===== src/rtl/multicycle_control_unit.sv =====
// Multicycle control FSM for an RV32I-style datapath: fetch/decode/execute/memory/writeback
// sequencing with handshake timeouts, a sticky trap state and a retired-instruction counter.
module multicycle_control_unit #(
  parameter int unsigned WAIT_LIMIT = 16,
  parameter int unsigned RET_CNT_W  = 32
) (
  input  logic                 clk,
  input  logic                 rst_n,
  input  logic [6:0]           opcode,
  output logic                 imem_req,
  input  logic                 imem_ready,
  output logic                 ir_write,
  input  logic                 dmem_ready,
  output logic                 mem_read,
  output logic                 mem_write,
  output logic                 alu_src,
  output logic                 mem_to_reg,
  output logic                 reg_write,
  output logic                 branch,
  output logic                 jump,
  output logic                 pc_write,
  output logic [1:0]           alu_op,
  output logic [2:0]           state,
  output logic                 trap,
  output logic [1:0]           trap_cause,
  output logic [RET_CNT_W-1:0] retired
);

  typedef enum logic [2:0] {
    S_FETCH  = 3'd0,
    S_DECODE = 3'd1,
    S_EXEC   = 3'd2,
    S_MEM    = 3'd3,
    S_WB     = 3'd4,
    S_TRAP   = 3'd5,
    S_RSV6   = 3'd6,
    S_RSV7   = 3'd7
  } state_e;

  typedef enum logic [1:0] {
    C_NONE    = 2'b00,
    C_ILLEGAL = 2'b01,
    C_IMEM_TO = 2'b10,
    C_DMEM_TO = 2'b11
  } cause_e;

  localparam logic [6:0] OP_R      = 7'b0110011;
  localparam logic [6:0] OP_IARITH = 7'b0010011;
  localparam logic [6:0] OP_LOAD   = 7'b0000011;
  localparam logic [6:0] OP_STORE  = 7'b0100011;
  localparam logic [6:0] OP_BRANCH = 7'b1100011;
  localparam logic [6:0] OP_JAL    = 7'b1101111;
  localparam logic [6:0] OP_JALR   = 7'b1100111;
  localparam logic [6:0] OP_LUI    = 7'b0110111;
  localparam logic [6:0] OP_AUIPC  = 7'b0010111;

  localparam int unsigned WCW = (WAIT_LIMIT > 1) ? $clog2(WAIT_LIMIT + 1) : 1;
  localparam logic [WCW-1:0] WLAST = WCW'((WAIT_LIMIT > 0) ? WAIT_LIMIT - 1 : 0);

  state_e               state_q, state_d;
  logic [6:0]           op_q, op_d;
  cause_e               cause_q, cause_d;
  logic [WCW-1:0]       wait_q, wait_d;
  logic [RET_CNT_W-1:0] ret_q, ret_d;

  logic imem_req_c, ir_write_c, mem_read_c, mem_write_c, alu_src_c, mem_to_reg_c;
  logic reg_write_c, branch_c, jump_c, pc_write_c;
  logic [1:0] alu_op_c;
  logic wait_expired;

  function automatic logic is_legal(input logic [6:0] op);
    case (op)
      OP_R, OP_IARITH, OP_LOAD, OP_STORE, OP_BRANCH,
      OP_JAL, OP_JALR, OP_LUI, OP_AUIPC: is_legal = 1'b1;
      default:                           is_legal = 1'b0;
    endcase
  endfunction

  // Only consulted when the ready input is low, so ready wins on the limit cycle.
  assign wait_expired = (WAIT_LIMIT != 0) && (wait_q == WLAST);

  always_comb begin
    state_d      = state_q;
    op_d         = op_q;
    cause_d      = cause_q;
    wait_d       = wait_q;
    imem_req_c   = 1'b0;
    ir_write_c   = 1'b0;
    mem_read_c   = 1'b0;
    mem_write_c  = 1'b0;
    alu_src_c    = 1'b0;
    mem_to_reg_c = 1'b0;
    reg_write_c  = 1'b0;
    branch_c     = 1'b0;
    jump_c       = 1'b0;
    pc_write_c   = 1'b0;
    alu_op_c     = 2'b00;

    case (state_q)
      S_FETCH: begin
        imem_req_c = 1'b1;
        if (imem_ready) begin
          ir_write_c = 1'b1;
          state_d    = S_DECODE;
        end else if (wait_expired) begin
          state_d = S_TRAP;
          cause_d = C_IMEM_TO;
        end
      end
      S_DECODE: begin
        op_d = opcode;
        if (is_legal(opcode)) begin
          state_d = S_EXEC;
        end else begin
          state_d = S_TRAP;
          cause_d = C_ILLEGAL;
        end
      end
      S_EXEC: begin
        case (op_q)
          OP_R: begin
            alu_op_c = 2'b10;
            state_d  = S_WB;
          end
          OP_IARITH: begin
            alu_src_c = 1'b1;
            state_d   = S_WB;
          end
          OP_LUI, OP_AUIPC: begin
            alu_op_c  = 2'b11;
            alu_src_c = 1'b1;
            state_d   = S_WB;
          end
          OP_LOAD, OP_STORE: begin
            alu_op_c  = 2'b11;
            alu_src_c = 1'b1;
            state_d   = S_MEM;
          end
          OP_BRANCH: begin
            alu_op_c   = 2'b01;
            branch_c   = 1'b1;
            pc_write_c = 1'b1;
            state_d    = S_FETCH;
          end
          OP_JAL, OP_JALR: begin
            alu_src_c   = (op_q == OP_JALR);
            jump_c      = 1'b1;
            reg_write_c = 1'b1;
            pc_write_c  = 1'b1;
            state_d     = S_FETCH;
          end
          default: begin
            state_d = S_TRAP;
            cause_d = C_ILLEGAL;
          end
        endcase
      end
      S_MEM: begin
        alu_op_c    = 2'b11;
        alu_src_c   = 1'b1;
        mem_read_c  = (op_q == OP_LOAD);
        mem_write_c = (op_q == OP_STORE);
        if (dmem_ready) begin
          if (op_q == OP_LOAD) begin
            state_d = S_WB;
          end else begin
            pc_write_c = 1'b1;
            state_d    = S_FETCH;
          end
        end else if (wait_expired) begin
          state_d = S_TRAP;
          cause_d = C_DMEM_TO;
        end
      end
      S_WB: begin
        reg_write_c  = 1'b1;
        pc_write_c   = 1'b1;
        mem_to_reg_c = (op_q == OP_LOAD);
        state_d      = S_FETCH;
      end
      S_TRAP: begin
        state_d = S_TRAP;
      end
      default: begin
        state_d = S_TRAP;
        cause_d = C_ILLEGAL;
      end
    endcase

    if (state_d != state_q) begin
      wait_d = '0;
    end else if ((state_q == S_FETCH && !imem_ready) || (state_q == S_MEM && !dmem_ready)) begin
      wait_d = wait_q + WCW'(1);
    end
  end

  assign ret_d = pc_write_c ? ret_q + RET_CNT_W'(1) : ret_q;

  always_ff @(posedge clk or negedge rst_n) begin
    if (!rst_n) begin
      state_q <= S_FETCH;
      op_q    <= '0;
      cause_q <= C_NONE;
      wait_q  <= '0;
      ret_q   <= '0;
    end else begin
      state_q <= state_d;
      op_q    <= op_d;
      cause_q <= cause_d;
      wait_q  <= wait_d;
      ret_q   <= ret_d;
    end
  end

  // State sits at FETCH during reset, so strobes are gated by rst_n to read all-zero.
  assign imem_req   = rst_n & imem_req_c;
  assign ir_write   = rst_n & ir_write_c;
  assign mem_read   = rst_n & mem_read_c;
  assign mem_write  = rst_n & mem_write_c;
  assign alu_src    = rst_n & alu_src_c;
  assign mem_to_reg = rst_n & mem_to_reg_c;
  assign reg_write  = rst_n & reg_write_c;
  assign branch     = rst_n & branch_c;
  assign jump       = rst_n & jump_c;
  assign pc_write   = rst_n & pc_write_c;
  assign alu_op     = rst_n ? alu_op_c : 2'b00;
  assign state      = state_q;
  assign trap       = (state_q == S_TRAP);
  assign trap_cause = cause_q;
  assign retired    = ret_q;

endmodule


===== config.mk =====
export PLATFORM = sky130hd
export DESIGN_NAME = multicycle_control_unit
export DESIGN_NICKNAME = d
export VERILOG_FILES = /design/src/rtl/multicycle_control_unit.sv
export SDC_FILE = /design/constraint.sdc
export NUM_CORES = 1
export LEC_CHECK = 0
export BUFFER_PORTS_ARGS = -buffer_cell sky130_fd_sc_hd__buf_4
export CORE_MARGIN = 2
export CORE_UTILIZATION = 53
export DETAILED_ROUTE_END_ITERATION = 10
export GPL_ROUTABILITY_DRIVEN = 0
export MAX_ROUTING_LAYER = met4
export PLACE_DENSITY = 0.83
export RECOVER_POWER = 25
export SYNTH_ARGS = -nofsm -noshare
export SYNTH_HDL_FRONTEND = slang
export SYNTH_SLANG_ARGS = --single-unit

===== constraint.sdc =====
create_clock -name clk -period 2.9 [get_ports clk]
set_clock_uncertainty 0.05 [all_clocks]
set_input_delay 0.29 -clock clk [delete_from_list [all_inputs] [get_ports clk]]
set_output_delay 0.29 -clock clk [all_outputs]
set_load 0.005 [all_outputs]

Word level (Yosys, flattened, before mapping). Index checks and enable logic that the tools add are counted.

Equal/unequal tests: 31. Muxes and demuxes: 38. Add/sub/neg operators: 2. Reductions and logical operators: 17. Bitwise operators: 11.

Operators by type and width (number): == test 7 x 6 -> 1 bit, second input constant (6); == test 7 bit, second input constant (6); adder 32 x 1 -> 32 bit, second input constant (1); == test 7 x 5 -> 1 bit, second input constant (4); OR reduction 9 bit (2); 2-to-1 mux 1 bit (15); 2-to-1 mux 3 bit (5); one-hot mux 3 bit (5 select lines) (1); == test 7 x 2 -> 1 bit, second input constant (2); 2-to-1 mux 2 bit (7); inequality test 2 bit, second input constant (6); AND 1 bit (10); 2-to-1 mux 5 bit (2); one-hot mux 2 bit (5 select lines) (1); one-hot mux 3 bit (3 select lines) (1); OR reduction 4 bit (2); AND reduction 7 bit (1); == test 3 x 2 -> 1 bit, second input constant (2); == test 3 bit, second input constant (2); one-hot mux 1 bit (2 select lines) (3); one-hot mux 2 bit (3 select lines) (1); OR reduction 2 bit (3); adder 5 x 1 -> 5 bit, second input constant (1); == test 5 x 4 -> 1 bit, second input constant (1); 12 further kinds (14).

Output and inout bits: 50. Input port bits: 11. Word-level logic and storage cells: 104. Register bits after elaboration: 49.

Depth between registers and ports, before layout.
Depth after elaboration: 8. Depth in mapped cells: 8. Mapped depth without buffers: 8.

Worst setup path after synthesis. OpenSTA, ideal clock, no wires.

Kind: reg-to-output. Start point: register op_q[2]. End point: output pc_write. Buffers on the path: 2. Data arrival time: 1.676 ns. Slack: 0.884 ns. Stages on the path, launching flop included: 7. Data required time: 2.560 ns. Path through: dfrtp_1 -> buf_6 -> or3_4 -> o31ai_1 -> o311ai_2 -> buf_2 -> and2_1.

Longest elaborated chain between the ends: 5. Elaborated cells between the ends (all ways): 10. Classes of those cells: eq/ne (4); mux (4); bitwise (1); reduce/logical (1).

Ends and longest elaborated chain: from (decl) (RTL line 61) `logic [6:0] op_q, op_d;`; from (signal assigned) (RTL line 208) `op_q <= op_d;`; == test 7 bit or == test 7 x 2 -> 1 bit (tied branches) (RTL line 120, 164); OR reduction 3 bit (no line) or 2-to-1 mux 1 bit (tied branches); 2-to-1 mux 1 bit (on tied branches) (RTL line 120, 163); one-hot mux 1 bit (3 select lines) * (RTL line 99) `case (state_q)`; AND 1 bit * (RTL line 225) `assign pc_write = rst_n & pc_write_c;`; to (decl) (RTL line 21) `output logic pc_write,`.

Every way passes the cells marked *; elsewhere a longest branch is shown, timed or not.

Worst setup path in the final report. Same ends and word-level chain as after synthesis.

==> results.tsv <==
stage	metric	value	unit
run_status	status	completed	
placement	hpwl	4.57	mm
die	num_io_pins	61	
global_routing	grt_pass1_wl	10.9	mm
detailed_routing	drt-initial-drc-count	205	
worst_hold_path	worstHoldStart	opcode[5]	
clock_tree	htreeDepth	2	
pwr	vdd_ir_drop_max	0.660	mV
placement	io_buffers	60	
die	core	5140	sq um
clock_tree	cts_buffer_depth	2	
timing	final_max_slew_viol_count	0	
pwr	leakage	1.50	nW
clock_tree	clkTransAtPathRegs	0.08	ns
timing	final.setup.tns	0	ns
detailed_routing	antenna_left	0	
global_routing	grt_max_degree	32	
die	start_util	0.554	
logic_synthesis	synth_fp_nets	309	
timing	finalSetupViolations	0	
detailed_routing	vias_per_cell	5.79	
global_routing	grt_use_total	0.231	
clock_tree	cts.sinks	49	
detailed_routing	wl_per_cell	15.2	um
global_routing	grt-ovfl-total	0	
cells_and_area	final_common_cell	buf_4	
critical_path	rr_startpoint	state[1]$_DFF_PN0_	
die	rows	26	
critical_path	cp.required	2.56	ns
critical_path	crit_slowest_cell	dfrtp_1	
clock_tree	cts_root_buf	clkbuf_8	
timing	setup_slack	0.289	ns
cells_and_area	layout-drive-gt1-share	0.239	
logic_synthesis	synth_top_flop_cell	dfrtp_1	
critical_path	worstPathCellList	or3_4 -> o31ai_1 -> o311ai_4 -> and2_1 -> buf_4	
detailed_routing	wl	6.42	mm
logic_synthesis	synth_edf_count	0	
worst_hold_path	min_path_type	input port to flop	
logic_synthesis	ys_warn_count	0	
detailed_routing	drt_pre_antenna_iters	4	
logic_synthesis	syn_area	2850	sq um
timing	worstMarginPinSlew	0.959	ns
critical_path	critPathArrivalTime	2.27	ns
detailed_routing	drc	0	
logic_synthesis	syn_inst	295	
placement	dp_slack	0.584	ns
job	maxCapViolations	0	
critical_path	path_max_fanout	12	
timing	fmax	383	MHz
cells_and_area	syn_to_final_growth	20.8	%
timing	slew_headroom	0.360	
cells_and_area	nets	364	
die	die_h	77.3	um
critical_path	cpPeakStageDelay	0.50	ns
timing	hold_viol	0	
die	dieArea	5970	sq um
logic_synthesis	yosysSeqAreaShare	0.431	
pwr	pwr_density_cell	655	nW/um^2
placement	placed_cells	412	
timing	rsz0062_at_grt	no	
timing	fin_crit_sh	0.900	
cells_and_area	final_cell_mix	buf_4, dfrtp_1, nand4_1	
logic_synthesis	async_flop_share	1.00	
cells_and_area	finalNonFillerCells	421	
clock_tree	clock_latency	0.31	ns
clock_tree	cts_inserted_buffers	5	
global_routing	grt_pass1_vias	2245	
global_routing	grt_antenna_before_repair	0	
detailed_routing	vias	2438	
cells_and_area	antennaDiodeCount	0	
logic_synthesis	synth.avg_cell_area	9.64	sq um
critical_path	startpoint_type	flop	
critical_path	crit_path_start	op_q[2]$_DFFE_PN0P_	
die	die_w	77.3	um
timing	min_period	2.61	ns
clock_tree	post-cts-setup-buffers	0	
logic_synthesis	synth.distinct_cells	52	
critical_path	cp-end-kind	output pin	
clock_tree	cts_tree	built	
logic_synthesis	ys_seq_elements	49	
critical_path	setup.worst_path.class	flop to output pin	
[layer usage]
metal  wire (um)  vias to the layer above  share of wire  GRT usage
met5           0                        -              0          -
li1            -                     1188              -          -
met1        2930                     1170           0.46      0.322
met2        3080                       74           0.48      0.352
met3         350                        6          0.055     0.0376
met4          60                        0         0.0094     0.0607
[cells in the mapped netlist (all sizes together) (4+ instances only)]
library cell,n,area share
clkbuf,11,0.015
nor2,13,0.017
nor2b,4,0.0088
o21ai,8,0.014
nand2b,5,0.011
dfrtp,49,0.43
a21oi,7,0.014
nand3,10,0.018
a211oi,6,0.018
and2,12,0.026
nor3,12,0.021
nor4,4,0.011
inv,12,0.016
buf,4,0.0092
nand4,33,0.073
nand2,14,0.018
and3,12,0.026
xnor2,31,0.095
and4,4,0.012
mux2,6,0.024
[sequential cells by signal (all words and copies together), names as in the netlist]
register    cells
trap_cause      2
op_q            7
wait_q          5
state           3
retired        32
[metrics by stage]
stage	area, sq um	hold slack, ns	total power, mW	utilization
after floorplan	2850	-0.0556	1.57	-
after global placement	3340	0.162	1.81	0.650
after detailed placement	3340	0.166	1.84	0.650
after CTS	3440	0.157	2.25	0.670
after global routing	3440	0.157	2.40	0.669
final	3440	0.156	2.25	0.669
[worst max-delay path: cells and delay by family (launching register included)]
kind                   cells  cell delay [ns]
buffers and inverters      1             0.13
and+or+nand+nor            2             0.69
DFF                        1             0.50
AOI/OAI and AO/OA          2             0.66
[report_power, final]
group	internal [mW]	switching (mW)	leakage [nW]
clock	0.172	0.244	0.0481
sequential	0.788	0.264	0.649
combinational	0.350	0.436	0.804
total	1.31	0.943	1.50
[cells by family (layout without fill, tap and decap cells)]
group	after synthesis	after routing	share of synthesized area
compound gates	40	40	0.106
xor+xnor	34	34	0.105
fa+ha+maj	3	3	0.0132
buf+inv	27	83	0.0396
flops	49	49	0.431
mux	7	7	0.0273
simple gates	135	135	0.278
[final cells by class]
cell class	count	area [sq um]
Sequential cell	49	1230
Multi-Input combinational cell	219	1520
Clock inverter	3	22.5
Tap cell	70	87.6
Clock buffer	5	68.8
Timing Repair Buffer	63	472
Fill cell	436	1700
Inverter	12	45.0
[repair_timing]
| item | CTS | global route |
|---|---|---|
| hold buffers | 1 | 0 |
| endpoints found under the hold margin | 22 | 0 |
| resized for setup | 0 | 0 |
| setup endpoints to repair | 0 | 0 |
[final timing paths]
kind | endpoint | slack (ns) | cells past startpoint
setup reg to reg | retired[14]$_DFFE_PN0P_ | 0.53 | 6
setup / recovery | pc_write | 0.29 | 5
min in group asynchronous | retired[17]$_DFFE_PN0P_ | 0.36 | 2
hold reg to reg | trap_cause[1]$_DFFE_PN0P_ | 0.44 | 1
max in group asynchronous | retired[6]$_DFFE_PN0P_ | 1.76 | 3
hold / removal | op_q[5]$_DFFE_PN0P_ | 0.16 | 3
Power figures use the tool's default switching activity.
